`src/rtl/reverse_stream_if.sv`:
```
// Valid/ready word stream carrying a frame delimiter; master drives data, slave drives ready.
interface reverse_stream_if #(
   parameter int unsigned WIDTH = 8
);
   logic [WIDTH-1:0] data;
   logic             valid;
   logic             last;
   logic             ready;

   modport master (output data, output valid, output last, input ready);
   modport slave  (input data, input valid, input last, output ready);
endinterface

```
`src/rtl/reverse_stream.sv`:
```
// Frame-order reversal buffer: fills one frame of words, then replays it last-first.
module reverse_stream #(
   parameter  int unsigned WIDTH = 8,
   parameter  int unsigned DEPTH = 16,
   localparam int unsigned CNT_W = $clog2(DEPTH + 1)
) (
   input  logic              clk,
   input  logic              rst,
   reverse_stream_if.slave   s,
   reverse_stream_if.master  m,
   output logic [CNT_W-1:0]  frame_len,
   output logic              trunc
);
   localparam int unsigned AW = $clog2(DEPTH);

   typedef enum logic {FILL, DRAIN} state_t;

   state_t           state_q, state_d;
   logic [CNT_W-1:0] wr_cnt_q, wr_cnt_d;
   logic [CNT_W-1:0] rd_ptr_q, rd_ptr_d;
   logic [CNT_W-1:0] frame_len_d;
   logic             trunc_d;
   logic             wr_en;
   logic             accept;
   logic             xfer;
   logic [WIDTH-1:0] mem [DEPTH];

   // Handshake and read side decode straight from state; no read latency on storage.
   assign s.ready = (state_q == FILL) && !rst;
   assign m.valid = (state_q == DRAIN);
   assign m.last  = (state_q == DRAIN) && (rd_ptr_q == '0);
   assign m.data  = (state_q == DRAIN) ? mem[rd_ptr_q[AW-1:0]] : '0;

   assign accept = s.valid && s.ready;
   assign xfer   = m.valid && m.ready;

   // Next-state logic: a frame closes on s_last or when the last free slot is written.
   always_comb begin
      state_d     = state_q;
      wr_cnt_d    = wr_cnt_q;
      rd_ptr_d    = rd_ptr_q;
      frame_len_d = frame_len;
      trunc_d     = 1'b0;
      wr_en       = 1'b0;
      case (state_q)
         FILL: begin
            if (accept) begin
               wr_en    = 1'b1;
               wr_cnt_d = wr_cnt_q + CNT_W'(1);
               if (s.last || (wr_cnt_q == CNT_W'(DEPTH - 1))) begin
                  state_d     = DRAIN;
                  frame_len_d = wr_cnt_q + CNT_W'(1);
                  rd_ptr_d    = wr_cnt_q;
                  trunc_d     = !s.last;
               end
            end
         end
         DRAIN: begin
            if (xfer) begin
               if (rd_ptr_q == '0) begin
                  state_d     = FILL;
                  wr_cnt_d    = '0;
                  frame_len_d = '0;
               end else begin
                  rd_ptr_d = rd_ptr_q - CNT_W'(1);
               end
            end
         end
         default: state_d = FILL;
      endcase
   end

   // State and counter registers.
   always_ff @(posedge clk) begin
      if (rst) begin
         state_q   <= FILL;
         wr_cnt_q  <= '0;
         rd_ptr_q  <= '0;
         frame_len <= '0;
         trunc     <= 1'b0;
      end else begin
         state_q   <= state_d;
         wr_cnt_q  <= wr_cnt_d;
         rd_ptr_q  <= rd_ptr_d;
         frame_len <= frame_len_d;
         trunc     <= trunc_d;
      end
   end

   // Frame storage; contents survive reset since a new frame overwrites from slot 0.
   always_ff @(posedge clk) begin
      if (wr_en) begin
         mem[wr_cnt_q[AW-1:0]] <= s.data;
      end
   end
endmodule

```
`src/flat_wrapper.sv`:
```
// flat-port wrapper written by rule: the top's interface ports become plain ports
module reverse_stream_flat 
#(
   parameter  int unsigned WIDTH = 8,
   parameter  int unsigned DEPTH = 16,
   localparam int unsigned CNT_W = $clog2(DEPTH + 1)
)
  (clk, rst, frame_len, trunc, s_data, s_valid, s_last, s_ready, m_data, m_valid, m_last, m_ready);
  reverse_stream_if #(.WIDTH(WIDTH)) s_i ();
  reverse_stream_if #(.WIDTH(WIDTH)) m_i ();
  input  logic clk;
  input  logic rst;
  output logic [CNT_W-1:0] frame_len;
  output logic trunc;
  input wire logic [$bits(s_i.data)-1:0] s_data;
  input wire logic [$bits(s_i.valid)-1:0] s_valid;
  input wire logic [$bits(s_i.last)-1:0] s_last;
  output wire logic [$bits(s_i.ready)-1:0] s_ready;
  output wire logic [$bits(m_i.data)-1:0] m_data;
  output wire logic [$bits(m_i.valid)-1:0] m_valid;
  output wire logic [$bits(m_i.last)-1:0] m_last;
  input wire logic [$bits(m_i.ready)-1:0] m_ready;
  assign s_i.data = s_data;
  assign s_i.valid = s_valid;
  assign s_i.last = s_last;
  assign s_ready = s_i.ready;
  assign m_data = m_i.data;
  assign m_valid = m_i.valid;
  assign m_last = m_i.last;
  assign m_i.ready = m_ready;
  reverse_stream #(.WIDTH(WIDTH), .DEPTH(DEPTH)) u_core (.clk(clk), .rst(rst), .s(s_i), .m(m_i), .frame_len(frame_len), .trunc(trunc));
endmodule
```
`config.mk`:
```
export PLATFORM = sky130hd
export DESIGN_NAME = reverse_stream_flat
export DESIGN_NICKNAME = d
export VERILOG_FILES = /design/src/rtl/reverse_stream_if.sv /design/src/rtl/reverse_stream.sv /design/src/flat_wrapper.sv
export SDC_FILE = /design/constraint.sdc
export NUM_CORES = 1
export LEC_CHECK = 0
export BUFFER_PORTS_ARGS = -buffer_cell sky130_fd_sc_hd__buf_4
export CAP_MARGIN = 20
export CORE_MARGIN = 4
export CORE_UTILIZATION = 55
export DETAILED_ROUTE_END_ITERATION = 8
export PLACE_DENSITY = 0.73
export SYNTH_ARGS = -nofsm -noshare
export SYNTH_HDL_FRONTEND = slang
export SYNTH_SLANG_ARGS = --single-unit
```
`constraint.sdc`:
```
create_clock -name clk -period 3 [get_ports clk]
set_input_delay 0.6 -clock clk [delete_from_list [all_inputs] [get_ports clk]]
set_output_delay 0.6 -clock clk [all_outputs]
set_load 0.1 [all_outputs]
```
==> results.sh <==
export IMPL_timing_rr_start="u_core.wr_cnt_q[2]"
export IMPL_num_antenna_cells=0
export IMPL_drive_gt1_share_pct=29.6
export IMPL_final_common_cell="edfxtp_1"
export IMPL_criticalPathCategory="register to output pin"
export IMPL_n_fill_cell=723
export IMPL_grt_pass1_wl_um=20500
export IMPL_yosysTopAreaCellShare_pct=64.0
export IMPL_antenna_found_initial=0
export IMPL_io_buffer_count=29
export IMPL_via_per_inst=6.09
export IMPL_crit_buf_inv=2
export IMPL_post_route_min_period_ns=2.90
export IMPL_yosysSeqAreaShare_pct=71.0
export IMPL_grt_ovfl_total=0
export IMPL_totalWireLength_um=12900
export IMPL_critPathLaunchType="register"
export IMPL_slew_headroom_pct=51.7
export IMPL_period_share_pct=96.6
export IMPL_drtPass1Iterations=5
export IMPL_final_cell_mix="edfxtp_1 (128), buf_4 (51), mux2i_1 (27)"
export IMPL_post_cts_buffers=0
export IMPL_avgSynthCellArea_um2=17.0
export IMPL_synth_seq_cells=149
export IMPL_cap_violations=0
export IMPL_hold_path_class="primary input to register"
export IMPL_synth_area_leaders="edfxtp_1 (64%), mux4_2 (8.2%), dfxtp_1 (7.0%)"
export IMPL_area_growth_pct=18.9
export IMPL_outcome="finished, final reports clean"
export IMPL_tns_ns=0
export IMPL_placementRows=37
export IMPL_cts_tree="done"
export IMPL_required_ns=2.40
export IMPL_cp_depth=5
export IMPL_power_density_nw_per_um2=650
export IMPL_dp_hpwl_um=8450
export IMPL_fmax_mhz=345
export IMPL_cts_root_buf="clkbuf_8"
export IMPL_remaining_drc_errors=0
export IMPL_irDropWorstVdd_mv=0.363
export IMPL_reg2reg_depth=7
export IMPL_drv_slew=0
export IMPL_ys_types=39
export IMPL_r2r_slack_ns=0.91
export IMPL_drtIter0Drc=300
export IMPL_skew_ns=0.00802
export IMPL_io_pins=30
export IMPL_die_w_um=113
export IMPL_grtUsageTotal_pct=22.0
export IMPL_total_leakage_power_nw=2.35
export IMPL_slowest_stage="mux4_2"
export IMPL_start_util_pct=57.4
export IMPL_syn_inst=354
export IMPL_die_area_um2=12700
export IMPL_nets=429
export IMPL_wl_per_cell_um=23.1
export IMPL_critPathMaxFanout=30
export IMPL_yosys_warnings=0
export IMPL_rsz0062_at_grt="false"
export IMPL_synth_area_um2=6010
export IMPL_arrival_ns=2.30
export IMPL_endpoint="m_data[7]"
export IMPL_via_count=3405
export IMPL_cp_slowest_stage_delay_ns=0.56
export IMPL_numCtsBuffers=17
export IMPL_hold_ws_ns=0.252
export IMPL_finalHoldViolCount=0
export IMPL_ctsHoldBuffers=0
export IMPL_grt_max_degree=31
export IMPL_insertion_delay_ns=0.53
export IMPL_yosysTopAreaCell="edfxtp_1"
export IMPL_place_congestion=0.865
export IMPL_die_y_um=113
export IMPL_htreeDepth=4
export IMPL_setup_viol=0
export IMPL_drtAntennaViolNets=0
export IMPL_cts_path_max_buffers=2
export IMPL_cp_top_family="multiplexers"
export IMPL_syn_num_nets=373
export IMPL_grt_pass1_vias=3551
export IMPL_core_area_um2=10500
export IMPL_crit_chain="buf_12 -> mux4_2 -> o21ai_0 -> o21ai_2 -> buf_4"
export IMPL_critPathCaptureType="output pin"
export IMPL_cts_sinks=149
export IMPL_worstMarginPinSlew_ns=0.722
export IMPL_path_clk_slew_ns=0.06
## sequential cells by signal, summed over array words and instances, names as in the netlist, named ones only
register / count
u_core.frame_len: 5
u_core.rd_ptr_q: 5
u_core.m.valid: 1
u_core.wr_cnt_q: 5
u_core.trunc: 1
u_core.mem: 128
## synth_stat cells
cell type and number:
a32o_1 5, a22oi_1 3, a311oi_1 3, o22ai_4 1, buf_6 2, buf_4 5
a21oi_2 1, a21oi_1 10, clkinv_1 1, nor3b_2 1, buf_2 1, dfxtp_1 21
nor3b_1 1, a211oi_1 2, nor2b_1 5, o21ai_0 15, or3b_4 1, nand3_1 3
nand2b_1 5, mux2i_1 27, clkbuf_1 7, nor2_1 25, xor2_1 2, mux4_2 22
inv_1 7, o2bb2ai_1 2, nor3_1 5, o21ai_2 2, nand2_1 16, a22o_1 6
a311oi_2 1, nand3b_1 1, clkbuf_2 1, ha_1 6, a221oi_1 6, and2_1 2
edfxtp_1 128, nor4b_4 1, nor2_2 1
## cells by family after synthesis
| group | synth area share, % |
|---|---|
| and+or+nand+nor | 5.62 |
| DFF | 71.0 |
| adders and majority gates | 1.25 |
| AOI/OAI and AO/OA | 7.04 |
| muxes | 12.7 |
| xor gates and xnor gates | 0.292 |
| buffers and inverters | 2.10 |
## how the worst min path moves through the flow
stage,depth (start not counted),slack [ns],to,startpoint
floorplan,1,0.46,u_core.rd_ptr_q[4],u_core.wr_cnt_q[4]
global placement,1,0.45,u_core.frame_len[3],u_core.frame_len[3]
finish,2,0.25,u_core.trunc,s_last
CTS,2,0.23,u_core.trunc,s_last
global route,2,0.24,u_core.trunc,s_last
detailed placement,1,0.46,u_core.frame_len[3],u_core.frame_len[3]
## stage by stage
step                instance area (um2)  total power, mW  worst slack [ns]  std cells  utilization (%)
global placement                   6540             2.57             0.558        527             62.5
detailed placement                 6540             2.58             0.558        527             62.5
global route                       7140             4.78           0.00509        559             68.3
finish                             7140             4.64             0.102        559             68.3
floorplan                          6060             2.49             0.234        354                -
CTS                                7130             4.67           0.00788        559             68.2
## final cells by class
| class | instances | area (um2) | share of cell area (%) |
|---|---|---|---|
| Tap cell | 136 | 170 | 2.38 |
| Clock inverter | 12 | 160 | 2.24 |
| Multi-Input combinational cell | 181 | 1680 | 23.5 |
| Timing Repair Buffer | 53 | 414 | 5.80 |
| Sequential cell | 149 | 4270 | 59.7 |
| Clock buffer | 20 | 425 | 5.95 |
| Inverter | 8 | 30.0 | 0.420 |
## repair_timing
item	4_1_cts	5_1_grt
gates resized for setup	2	4
endpoints found under the setup margin	1	6
gates cloned	0	0
## power breakdown
part	switching [mW]	leakage, nW	internal (mW)
combinational	0.167	0.742	0.0808
sequential	0.0209	1.32	2.27
clock	0.770	0.287	1.34
total	0.957	2.35	3.69
## layer usage
metal	GRT usage, %	wire length (um)	up-vias
met5	0	0	-
met4	6.81	250	0
met3	5.88	872	19
met2	35.9	6470	149
met1	29.1	5320	1727
li1	-	-	1510
Note: power is estimated with default switching activity, not from simulation.
